[src/rtl/register_q_shift.sv]
// Quotient register for the iterative divider: parallel load, clear, and
// left-shift with serial quotient-bit insert, plus a saturating shift counter.
module register_q_shift #(
  parameter int unsigned WIDTH = 16,
  parameter int unsigned CNT_W = $clog2(WIDTH + 1)
) (
  input  logic             clk,
  input  logic             rst,
  input  logic             clr,
  input  logic             ld_register,
  input  logic             shift_en,
  input  logic             serial_in,
  input  logic [WIDTH-1:0] input_data,
  output logic [WIDTH-1:0] output_data,
  output logic             shift_out,
  output logic [CNT_W-1:0] shift_count,
  output logic             count_done
);

  localparam logic [CNT_W-1:0] CNT_MAX = CNT_W'(WIDTH);

  // Priority: rst > clr > ld_register > shift_en > hold
  always_ff @(posedge clk) begin
    if (rst) begin
      output_data <= '0;
      shift_out   <= 1'b0;
      shift_count <= '0;
    end else if (clr) begin
      output_data <= '0;
      shift_out   <= 1'b0;
      shift_count <= '0;
    end else if (ld_register) begin
      output_data <= input_data;
      shift_count <= '0;
    end else if (shift_en && !count_done) begin
      output_data <= {output_data[WIDTH-2:0], serial_in};
      shift_out   <= output_data[WIDTH-1];
      shift_count <= shift_count + CNT_W'(1);
    end
  end

  // Decoded from the registered count only, so it never sees input glitches
  assign count_done = (shift_count == CNT_MAX);

endmodule

[config.mk]
export PLATFORM = sky130hd
export DESIGN_NAME = register_q_shift
export DESIGN_NICKNAME = d
export VERILOG_FILES = /design/src/rtl/register_q_shift.sv
export SDC_FILE = /design/constraint.sdc
export NUM_CORES = 1
export LEC_CHECK = 0
export CORE_UTILIZATION = 46
export CTS_CLUSTER_SIZE = 24
export DETAILED_ROUTE_END_ITERATION = 8
export GPL_ROUTABILITY_DRIVEN = 0
export PLACE_DENSITY = 0.89
export SYNTH_ARGS = -nofsm -noshare
export SYNTH_HDL_FRONTEND = slang
export SYNTH_SLANG_ARGS = --single-unit
export TNS_END_PERCENT = 100
[constraint.sdc]
create_clock -name clk -period 3.7 [get_ports clk]
set_input_delay 0.37 -clock clk [delete_from_list [all_inputs] [get_ports clk]]
set_output_delay 0.37 -clock clk [all_outputs]
set_load 0.02 [all_outputs]
# Word level (Yosys, flattened, before mapping)
# Cells that the tools add are included.
[word_totals]
reg_bits = 22
latch_bits = 0
ramBits = 0
mem_bits_ro = 0
inputBits = 22
out_inout_bits = 23
word_cells = 14
mem_count = 0
[op_classes]
n_addsub = 1
multipliers = 0
div = 0
order_cmp = 0
n_eq_ne = 1
shift = 0
muxes = 2
bitwise_logic = 1
n_reduce_logical = 6
[op_table]
columns = ["operator", "n"]
rows = [
  ["2-to-1 mux 16 bit", 2],
  ["adder 5 x 1 -> 5 bit (second input constant)", 1],
  ["== test 5 bit (second input constant)", 1],
  ["OR reduction 3 bit", 1],
  ["AND reduction 2 bit", 1],
  ["nonzero test 2 bit", 1],
  ["OR reduction 2 bit", 1],
  ["logical AND 1 bit", 1],
  ["logical NOT 1 bit", 1],
  ["inverter 1 bit", 1],
]

# Depth between registers and ports, before layout
[logic_depth]
ltp_word = 5
depth_mapped = 7
mapped_depth_nobuf = 6

# Worst setup path before layout
# OpenSTA, ideal clock, no wires.
[synth_path]
path_type = "register to register"
start = "register shift_count[0]"
end = "register output_data[7]"
setup_time_ps = 86
arrival_ps = 1455
required_time_ps = 3614
slack_ps = 2159
stages_incl_launch_ff = 8
synth_period_minus_slack_ps = 1541
path_cell_list = "dfxtp_1 inv_1 ha_1 nand4bb_4 buf_6 buf_6 a31oi_1 a221oi_2"
[synth_via]
elab_chain_cells = 4
[synth_rtl]
columns = ["item", "line", "text"]
rows = [
  ["start, declared", "16", "output logic [CNT_W-1:0] shift_count,"],
  ["start signal, assigned", "38", "shift_count <= shift_count + CNT_W'(1);"],
  ["== test 5 bit", "43", "assign count_done = (shift_count == CNT_MAX);"],
  ["logical NOT 1 bit", "35", "end else if (shift_en && !count_done) begin"],
  ["logical AND 1 bit", "35", ""],
  ["nonzero test 2 bit (no source line)", "-", ""],
  ["end signal, assigned", "33", "output_data <= input_data;"],
  ["end signal, assigned", "36", "output_data <= {output_data[WIDTH-2:0], serial_in};"],
  ["end, declared", "14", "output logic [WIDTH-1:0] output_data,"],
]
# Every way passes these cells.
# A chain may end at the register's enable or synchronous reset.

# Worst setup path after layout
[layout_path]
start = "register shift_count[0]"
end = "output count_done"
[layout_via]
elab_chain_cells = 1
[layout_rtl]
columns = ["item", "line", "text"]
rows = [
  ["== test 5 bit", "43", ""],
  ["end, declared", "17", "output logic count_done"],
]
# Every way passes these cells.

==> results.py <==
metrics = {
    "clock_network": {
        "root_buffer": "clkbuf_4",
        "cts_post_setup_buffers_inserted": 0,
        "cts_hold_buf": 0,
        "cts_buffers": 3,
        "tritoncts": "built",
        "clock_latency_ns": 0.29,
        "clk_path_buf_depth": 2,
        "cts_resized": 0,
        "clk_pin_slew_ns": 0.11,
        "htree_levels": 1,
        "cts_sinks": 22,
    },
    "detailed_routing": {
        "drt_iter0_drc": 20,
        "ant_nets": 0,
        "via_count": 1122,
        "via_per_inst": 5.874,
        "routed.top_layer": "met4",
        "m1WireLength_um": 1154,
        "finalWirelength_um": 2696,
        "drc_errors": 0,
        "wl_per_cell_um": 14.12,
        "wl_met2_um": 1353,
        "dr.pass1.iters": 4,
        "wl_met3_um": 162,
    },
    "global_routing": {
        "grt_pass1_vias": 1022,
        "grt-ovfl-total": 0,
        "track_usage_pct": 22.66,
        "antenna_found_initial": 0,
        "grt_start_max_net_pins": 36,
        "grt_pass1_wl_um": 4505,
    },
    "run": {
        "maxCapViolCount": 0,
    },
    "worst_setup_path": {
        "rrSetupSlack_ns": 1.86,
        "rr_worst_depth": 6,
        "crit_fanout": 21,
        "critical_path_arrival_ns": 2.27,
        "worst_r2r_startpoint": "shift_count[0]",
        "cp.required_ns": 3.33,
        "startpoint_type": "flip-flop",
        "worstSetupEndpointType": "output port",
        "crit_type": "flip-flop to output port",
        "r2r_end": "output_data[10]",
    },
    "placement": {
        "dp.cells": 188,
        "dp_hpwl_um": 1867,
        "place_area_sq_mm": 0.001545,
        "io_buffers": 44,
    },
    "cells_and_area": {
        "syn2layout_area_growth_pct": 38.45,
        "fin_cells": 191,
        "design_area_sq_mm": 0.001568,
        "antenna_cells": 0,
        "drive_gt1_share_pct": 8.589,
        "final_nets": 189,
    },
    "power_and_ir_drop": {
        "peakVddDrop_uv": 226.1,
        "leakage_nw": 0.5737,
        "powerDensity_mw_per_mm2": 283.3,
    },
    "logic_synthesis": {
        "yosysTopAreaCellShare_pct": 38.90,
        "synth.most_common_cell": "dfxtp_1",
        "synth_edf_count": 0,
        "postSynthCellCount": 128,
        "ys_async_sr_fraction_pct": 0,
        "ys_seq_area_share_pct": 38.90,
        "synthTopCellsByCount": "dfxtp_1 (22), inv_1 (20), a31oi_1 (16)",
        "syn_nets": 152,
        "synthesis.area_sq_mm": 0.001132,
        "yosysWarnings": 0,
        "synth-main-ff-cell": "dfxtp_1",
        "ys_seq_elements": 22,
        "yosysTopAreaCell": "dfxtp_1",
        "synth.distinct_cells": 24,
        "ys_top_cells_by_area": "dfxtp_1 (39%), a221oi_2 (9.3%), a31oi_1 (8.8%)",
        "syn_area_per_cell_sq_um": 8.846,
    },
    "sta": {
        "setup_tns_ns": 0,
        "rsz0062_at_grt": "no",
        "slew_headroom_pct": 52.00,
        "period_needed_ns": 2.642,
        "fin_crit_sh_pct": 71.41,
        "max_freq_mhz": 378.5,
        "fin_worst_skew_ns": 0.004734,
        "worst_pin_slew_ns": 0.7200,
        "setup_viol": 0,
        "finalHoldViolations": 0,
        "final_max_slew_viol_count": 0,
    },
    "die": {
        "start_util_pct": 49.75,
        "die_y_um": 51.62,
        "die_area_sq_mm": 0.002664,
        "num_rows": 17,
        "io-pin-count": 45,
        "die_w_um": 51.62,
        "coreArea_sq_mm": 0.002276,
    },
    "min_path": {
        "hold_path_depth": 2,
        "hold_end": "shift_out",
        "min_path_type": "flip-flop to flip-flop",
        "hp-start": "shift_out",
    },
    "status": {
        "status": "complete, no violations",
    },
}
==> metrics by stage <==
stage | setup slack, ns | util, % | total power, W | hold WS [ns]
after floorplan | 2.159 | - | 0.0003013 | 0.5168
after global placement | 1.441 | 67.89 | 0.0003436 | 0.4661
after detailed placement | 1.407 | 67.89 | 0.0003455 | 0.4681
after CTS | 1.056 | 68.88 | 0.0004491 | 0.4862
after global routing | 0.9079 | 68.88 | 0.0004680 | 0.5263
final | 1.058 | 68.88 | 0.0004441 | 0.4851
==> sequential cells by signal, summed over array words and instances, names as in the netlist <==
register	flops
shift_count	5
output_data	16
shift_out	1
==> layout make-up <==
type                       count  area, sq um
tap                           28        35.03
timing repair buffer          46        455.4
fill                         177        708.2
sequential                    22        440.4
multi-input combinational     71        535.5
clock buffer                   3        22.52
inverter                      21        78.83
==> critical path, stage by stage, from the launching register on <==
cell             delay (ns)
dfxtp_1                0.36
inv_1                  0.08
ha_1                   0.19
nand4bb_4              0.29
inv_2                  0.37
clkdlybuf4s50_1        0.67
==> layer usage <==
metal,vias up,track usage [%]
li1,546,-
met1,533,28.96
met2,41,37.66
met3,2,4.094
met4,0,8.559
met5,-,0
==> worst max path at each step <==
stage	cells past startpoint	endpoint	start
floorplan	7	output_data[7]	shift_count[0]
global placement	5	count_done	shift_count[0]
detailed placement	5	count_done	shift_count[0]
CTS	5	count_done	shift_count[0]
global route	5	count_done	shift_count[0]
finish	5	count_done	shift_count[0]
==> power breakdown <==
part           internal (W)  switching, W
clock             0.0000379     0.0000655
combinational     0.0000460     0.0000434
sequential         0.000245    0.00000646
total              0.000329      0.000115
==> layout by cell type, fill, tap and decap left out, drive strengths merged, types with 2 or more instances in the layout <==
cell type,n
nor2,2
inv,21
buf,2
ha,2
clkdlybuf4s50,44
a221oi,16
xor2,2
dfxtp,22
clkbuf,3
o21ai,19
a21oi,4
a31oi,16
nand3,2
nand4,2
==> kinds of logic (layout without fill, tap and decap cells) <==
group                      after synthesis  after routing  share of synthesized area [%]
AOI/OAI and AO/OA                       56             56                          35.91
xor gates and xnor gates                 2              2                          1.547
and+or+nand+nor                         11             11                          7.626
adders and majority gates                2              2                          2.210
buffers and inverters                   35             70                          13.81
DFF                                     22             22                          38.89
Power figures use the tool's default switching activity.
